<file path="config.mk">
export PLATFORM = sky130hd
export DESIGN_NAME = program_loader
export DESIGN_NICKNAME = d
export VERILOG_FILES = /design/src/rtl/program_loader.sv
export SDC_FILE = /design/constraint.sdc
export NUM_CORES = 1
export LEC_CHECK = 0
export ABC_AREA = 0
export BUFFER_PORTS_ARGS = -buffer_cell sky130_fd_sc_hd__buf_2
export CAP_MARGIN = 20
export CORE_UTILIZATION = 35
export DETAILED_ROUTE_END_ITERATION = 6
export GPL_ROUTABILITY_DRIVEN = 1
export PLACE_DENSITY_LB_ADDON = 0.25
export REMOVE_ABC_BUFFERS = 1
export SETUP_SLACK_MARGIN = 0.4
export SLEW_MARGIN = 15
export SYNTH_ARGS = -nofsm -noshare
export SYNTH_HDL_FRONTEND = slang
export SYNTH_SLANG_ARGS = --single-unit
export TNS_END_PERCENT = 5
</file>
<file path="constraint.sdc">
create_clock -name Clk -period 3.6 [get_ports Clk]
set_input_delay 0.54 -clock Clk [delete_from_list [all_inputs] [get_ports Clk]]
set_output_delay 0.54 -clock Clk [all_outputs]
set_load 0.03 [all_outputs]
</file>
<file path="src/rtl/program_loader.sv">
// ---------------------------------------------------------------------------
// program_loader
//
// Streams a program image into a word-addressed RAM. Bytes arrive on a
// valid/ready byte stream, are packed big-endian into 32-bit words, and each
// completed word is written to the RAM in a single Enable cycle at
// consecutive addresses starting from BASE_ADDR (wrapping at 16'hFFFF).
//
// Optional feature macro: LOADER_CHECKSUM_EN
//   When defined, a running XOR of every written word is kept. After the
//   last word the loader accepts a 4-byte big-endian trailer and flags
//   `error` if it differs from the running XOR. When undefined, the
//   checksum state and logic are absent and `error` is tied low.
//
// Ports
//   Clk         system clock, all state changes on the rising edge
//   Reset       asynchronous active-high reset
//   start       begin a load (only looked at while idle)
//   length      number of 32-bit words, captured with an accepted start
//   byte_in     program byte stream data
//   byte_valid  byte_in carries a valid byte
//   byte_ready  loader takes byte_in this cycle
//   Enable      RAM enable, high only in the write cycle
//   RW          RAM direction, 1 = read, 0 = write
//   Address     RAM word address
//   In          RAM write data
//   busy        load in progress
//   done        one-cycle pulse when the load completes
//   error       checksum mismatch, held until the next accepted start
// ---------------------------------------------------------------------------
module program_loader #(
    parameter logic [15:0] BASE_ADDR = 16'h0000
) (
    input  logic        Clk,
    input  logic        Reset,
    input  logic        start,
    input  logic [15:0] length,
    input  logic [7:0]  byte_in,
    input  logic        byte_valid,
    output logic        byte_ready,
    output logic        Enable,
    output logic        RW,
    output logic [15:0] Address,
    output logic [31:0] In,
    output logic        busy,
    output logic        done,
    output logic        error
);

`ifdef LOADER_CHECKSUM_EN
    typedef enum logic [2:0] {S_IDLE, S_COLLECT, S_WRITE, S_CSUM, S_DONE} state_t;
    // State entered once all data words have been written.
    localparam state_t S_TAIL = S_CSUM;
`else
    typedef enum logic [2:0] {S_IDLE, S_COLLECT, S_WRITE, S_DONE} state_t;
    localparam state_t S_TAIL = S_DONE;
`endif

    state_t      state_q, state_d;
    logic [15:0] len_q, len_d;
    logic [15:0] addr_q, addr_d;
    logic [31:0] data_q, data_d;
    logic [1:0]  byte_cnt_q, byte_cnt_d;
    logic [15:0] word_cnt_q, word_cnt_d;
    logic [15:0] word_cnt_inc;
    logic        accept;
`ifdef LOADER_CHECKSUM_EN
    logic [31:0] csum_q, csum_d;
    logic        error_q, error_d;
`endif

    assign accept       = byte_valid & byte_ready;
    // word_cnt_q never exceeds length-1 while writing, so this cannot overflow.
    assign word_cnt_inc = word_cnt_q + 16'd1;

    always_comb begin
        state_d    = state_q;
        len_d      = len_q;
        addr_d     = addr_q;
        data_d     = data_q;
        byte_cnt_d = byte_cnt_q;
        word_cnt_d = word_cnt_q;
`ifdef LOADER_CHECKSUM_EN
        csum_d     = csum_q;
        error_d    = error_q;
`endif
        byte_ready = 1'b0;
        Enable     = 1'b0;
        RW         = 1'b1;
        done       = 1'b0;

        case (state_q)
            S_IDLE: begin
                if (start) begin
                    len_d      = length;
                    addr_d     = BASE_ADDR;
                    byte_cnt_d = 2'd0;
                    word_cnt_d = 16'd0;
`ifdef LOADER_CHECKSUM_EN
                    csum_d     = 32'd0;
                    error_d    = 1'b0;
`endif
                    state_d    = (length == 16'd0) ? S_TAIL : S_COLLECT;
                end
            end
            S_COLLECT: begin
                byte_ready = 1'b1;
                if (accept) begin
                    // Shift left so the first byte ends up in [31:24].
                    data_d     = {data_q[23:0], byte_in};
                    byte_cnt_d = byte_cnt_q + 2'd1;
                    if (byte_cnt_q == 2'd3) begin
                        state_d = S_WRITE;
                    end
                end
            end
            S_WRITE: begin
                Enable     = 1'b1;
                RW         = 1'b0;
                addr_d     = addr_q + 16'd1;
                word_cnt_d = word_cnt_inc;
`ifdef LOADER_CHECKSUM_EN
                csum_d     = csum_q ^ data_q;
`endif
                state_d    = (word_cnt_inc < len_q) ? S_COLLECT : S_TAIL;
            end
`ifdef LOADER_CHECKSUM_EN
            S_CSUM: begin
                byte_ready = 1'b1;
                // The trailer reuses the word shift register; In is only
                // meaningful to the RAM while Enable is high.
                if (accept) begin
                    data_d     = {data_q[23:0], byte_in};
                    byte_cnt_d = byte_cnt_q + 2'd1;
                    if (byte_cnt_q == 2'd3) begin
                        error_d = ({data_q[23:0], byte_in} != csum_q);
                        state_d = S_DONE;
                    end
                end
            end
`endif
            S_DONE: begin
                done    = 1'b1;
                state_d = S_IDLE;
            end
            default: begin
                state_d = S_IDLE;
            end
        endcase
    end

    always_ff @(posedge Clk or posedge Reset) begin
        if (Reset) begin
            state_q    <= S_IDLE;
            len_q      <= 16'd0;
            addr_q     <= BASE_ADDR;
            data_q     <= 32'd0;
            byte_cnt_q <= 2'd0;
            word_cnt_q <= 16'd0;
`ifdef LOADER_CHECKSUM_EN
            csum_q     <= 32'd0;
            error_q    <= 1'b0;
`endif
        end else begin
            state_q    <= state_d;
            len_q      <= len_d;
            addr_q     <= addr_d;
            data_q     <= data_d;
            byte_cnt_q <= byte_cnt_d;
            word_cnt_q <= word_cnt_d;
`ifdef LOADER_CHECKSUM_EN
            csum_q     <= csum_d;
            error_q    <= error_d;
`endif
        end
    end

    assign Address = addr_q;
    assign In      = data_q;
    assign busy    = (state_q != S_IDLE);
`ifdef LOADER_CHECKSUM_EN
    assign error   = error_q;
`else
    assign error   = 1'b0;
`endif

endmodule
</file>
# After elaboration in Yosys (flattened, before gate mapping)
# Index checks and enable logic that the tools add are counted.
dict set report classes {
  add_sub_neg 3
  muxes 16
  reduce_logical 10
  n_eq_ne 7
  order_cmp 1
  bitwise_logic 1
}
# op count
set op_table {}
lappend op_table {{$pmux 16 s2} 2}
lappend op_table {{$add 16x1->16 const B} 2}
lappend op_table {{$logic_not 16->1} 1}
lappend op_table {{$lt 16x16->1} 1}
lappend op_table {{$mux 16} 1}
lappend op_table {{$mux 3} 3}
lappend op_table {{$pmux 3 s3} 1}
lappend op_table {{$mux 2} 4}
lappend op_table {{$eq 3x2->1 const B} 2}
lappend op_table {{$ne 2x2->1 const B} 3}
lappend op_table {{$reduce_and 2->1} 3}
lappend op_table {{$reduce_and 3->1} 2}
lappend op_table {{$mux 1} 4}
lappend op_table {{$pmux 2 s2} 1}
lappend op_table {{$reduce_bool 2->1} 2}
lappend op_table {{$eq 3x1->1 const B} 1}
lappend op_table {{$logic_not 3->1} 1}
lappend op_table {{$reduce_bool 3->1} 1}
lappend op_table {{$add 2x1->2 const B} 1}
lappend op_table {{$eq 2x2->1 const B} 1}
lappend op_table {{$and 1x1->1} 1}
dict set report totals {
  elab_cells 44
  in_bits 28
  regBits 85
  output_inout_bits 54
}

# Depth between registers and ports, before layout
dict set report depth {
  ltp_word 5
  ltp_mapped 11
  depth_no_buf 11
}

# Least setup slack after synthesis
# No wires, ideal clock.
dict set report synth_timing {
  path_type {register to register}
  startpoint {register word_cnt_q[0]}
  endpoint {register state_q[1]}
  stages_incl_launch_ff 12
  required_ns 3.474
  arrival_time_ns 2.276
  setup_slack_ns 1.198
  cell_sequence {dfrtp_1 ha_1 nand3_1 nor3_4 nand3_1 xnor2_1 ha_1 a21o_1 a21o_1 a21oi_1 a31oi_1 a311o_1}
}
dict set report synth_via {
  elab_chain_len 4
}
# item line_no
set synth_lines {}
lappend synth_lines {{start: declaration} 64} ;# logic [15:0] word_cnt_q, word_cnt_d;
lappend synth_lines {{start signal: assignment} 170} ;# word_cnt_q <= word_cnt_d;
lappend synth_lines {{$add 16x1->16} 74} ;# assign word_cnt_inc = word_cnt_q + 16'd1;
lappend synth_lines {{$lt 16x16->1} 125} ;# state_d = (word_cnt_inc < len_q) ? S_COLLECT : S_TAIL;
lappend synth_lines {{$mux 2} 125}
lappend synth_lines {{$pmux 3 s3} 92} ;# case (state_q)
lappend synth_lines {{end signal: assignment} 165} ;# state_q <= state_d;
lappend synth_lines {{end: declaration} 59} ;# state_t state_q, state_d;
# Every way passes these cells.
# A chain may end at the register's enable or synchronous reset.

# Worst setup path after layout
# Ends and elaborated chain as after synthesis.

==> run metrics <==
Top Layer Used met4; GRT Resource Usage Total 14.7%; WL met1 4090 um; largest net degree at the start of global routing 54; leading register cell type out of synthesis dfrtp_1; Tcrit/Tclk final 74.5%; sequential area share after synthesis 51.4%; total number of vias 3119; drc violations 0; endpoints failing setup 0; drt pass-1 iters 4; CTS Hold Bufs 0; Post-CTS Resized 0; met3 WL 400 um; CP arrival 2.95 ns; total gr overflow 0; run status completed; first-pass GRT wire length 13600 um; EDFF count, synth 0; routed wire length 8520 um; Clock Pin Slew Worst Setup and Hold Paths 0.06 ns; Sum Neg Setup Slack 0 ns; Worst Path Required 3.87 ns; # rows 39; cell area after synthesis 0.00409 mm^2; Power Density 736 mW/mm^2; post-detail-place hpwl 6030 um; CTS Buf Count 9; Worst Setup Start Kind flip-flop; ant diodes 0; Final Hold Fails 0; DRT iter0 DRCs 153; postcts setup bufs 0; vias in the first global route 2787; Avg Cell Area, Syn 10.5 um^2; Post-synth ARST share 100%; H-tree depth 3; RePlAce Congestion 0.760; flop2flop setup slack 0.92 ns; Non-Filler Instances 617; FF-to-FF Start word_cnt_q[0]$_DFFE_PP0P_; maximum VDD drop 0.581 mV; Core Area 0.0114 mm^2; layout cell share with drive strength beyond 1 30.2%; die width 110 um; CTS tree built; drt wl/cell 13.8 um; Synth cell types 43; Skew-Pair Late Insertion Delay 0.34 ns; skew final 0.00593 ns; Seq cells post-synth 84; clock buffer depth 2; nets 516; Yosys warning total 0; placed inst area 0.00466 mm^2; P&R area growth vs syn 20.4%; # clock sinks 84; Die Area 0.0121 mm^2; fmax 373 MHz; initial core utilization 35.8%; worst setup path start word_cnt_q[0]$_DFFE_PP0P_; reg2reg end state_q[1]$_DFFE_PP0P_; commonest non-fill, non-tap cells in the layout dfrtp_1, buf_2, nand2_1; Worst Max-Slew Pin Slew 0.924 ns; fin area 0.00493 mm^2; clock root cell clkbuf_16; Port Buf Inserts 80; initial antenna violation count 0; relative slew slack 38.3%; Vias/cell 5.06; DIE HEIGHT 110 um; RSZ-0062 raised after global routing no; Worst Hold Class input port to asynchronous set/reset pin; R2R depth 11; MaxCap Viol Count 0; Worst Setup End Kind flip-flop; Mapped Cells 389; Tmin final 2.68 ns; Slew Viols, Final 0; Setup CP Type flip-flop to flip-flop; DP Cell Count 602; antenna-violating nets left 0; io pins 82; DR WL met2 3870 um; Pleak 2.40 nW; commonest non-fill, non-tap cell in the layout dfrtp_1; Crit Path Max Fanout 6
cell families after synthesis:
family,Yosys count,synth area share [%]
other,1,0.0916
and+or+nand+nor,107,13.0
adders and majority gates,18,5.50
AOI/OAI and AO/OA,89,13.2
DFF,84,51.4
buffers and inverters,38,3.73
muxes,34,9.32
xor gates and xnor gates,18,3.85
cell type report:
class,instances,area (um^2)
flip-flops and latches,84,2100
multi-input cells,267,1840
inverters,21,80.1
repair buffers,87,453
clock buffers,13,260
fillers,1102,6490
well taps,143,179
clock inverters,2,10.0
metal layers:
metal | up-vias | GRT usage, %
met5 | - | 0
met4 | 0 | 6.77
met3 | 13 | 3.17
met2 | 78 | 22.8
met1 | 1497 | 19.8
li1 | 1531 | -
sequential cells by signal, indices dropped and copies added (netlist names):
name        flops
word_cnt_q     16
len_q          16
byte_cnt_q      2
In             32
state_q         2
Address        16
per-stage QoR:
step	util, %	hold slack, ns	total power [mW]	setup WS (ns)
2_1_floorplan	-	0.467	2.40	0.895
3_3_place_gp	40.8	0.478	2.78	1.03
3_5_place_dp	40.8	0.490	2.82	0.935
4_1_cts	43.2	0.401	3.69	0.920
5_1_grt	43.2	0.425	3.89	0.664
6_report	43.2	0.377	3.63	0.918
power breakdown:
group | switching, mW | total (mW) | internal (mW)
Sequential | 0.169 | 1.42 | 1.25
Combinational | 0.856 | 1.36 | 0.504
Clock | 0.351 | 0.850 | 0.499
worst max-delay path, stage by stage, from the launching register on:
cell       delay, ns
dfrtp_1         0.42
ha_1            0.22
nand3_1         0.19
nor3_4          0.35
nand2_1         0.14
xnor2_1         0.15
ha_1            0.29
nand4_1         0.11
nor3_1          0.28
o2111ai_1       0.16
a31oi_1         0.19
a311o_1         0.12
Yosys cell counts, types with 2 or more instances:
cell | instances | area (um^2)
a31oi_1 | 4 | 25.0
o31ai_1 | 7 | 52.6
mux2_2 | 33 | 372
nand3_1 | 9 | 45.0
nand4_1 | 7 | 43.8
o21ai_0 | 48 | 240
buf_2 | 5 | 25.0
nand2b_1 | 2 | 12.5
nor3_1 | 3 | 15.0
or3_1 | 2 | 12.5
inv_1 | 21 | 78.8
ha_1 | 18 | 225
clkbuf_1 | 11 | 41.3
a21oi_1 | 9 | 45.0
a21o_1 | 6 | 45.0
nand2_1 | 49 | 184
dfrtp_1 | 84 | 2100
and2_1 | 2 | 12.5
xnor2_1 | 11 | 96.3
and3_1 | 4 | 25.0
xor2_1 | 7 | 61.3
nor4_1 | 5 | 31.3
nor2_1 | 15 | 56.3
a22o_1 | 8 | 70.1
worst max path at each step:
stage,endpoint,slack [ns]
2_1_floorplan,Address[0]$_DFFE_PP0P_,0.89
3_3_place_gp,state_q[1]$_DFFE_PP0P_,1.03
3_5_place_dp,state_q[1]$_DFFE_PP0P_,0.94
4_1_cts,state_q[1]$_DFFE_PP0P_,0.92
5_1_grt,state_q[1]$_DFFE_PP0P_,0.66
6_report,state_q[1]$_DFFE_PP0P_,0.92
Power figures use the tool's default switching activity.
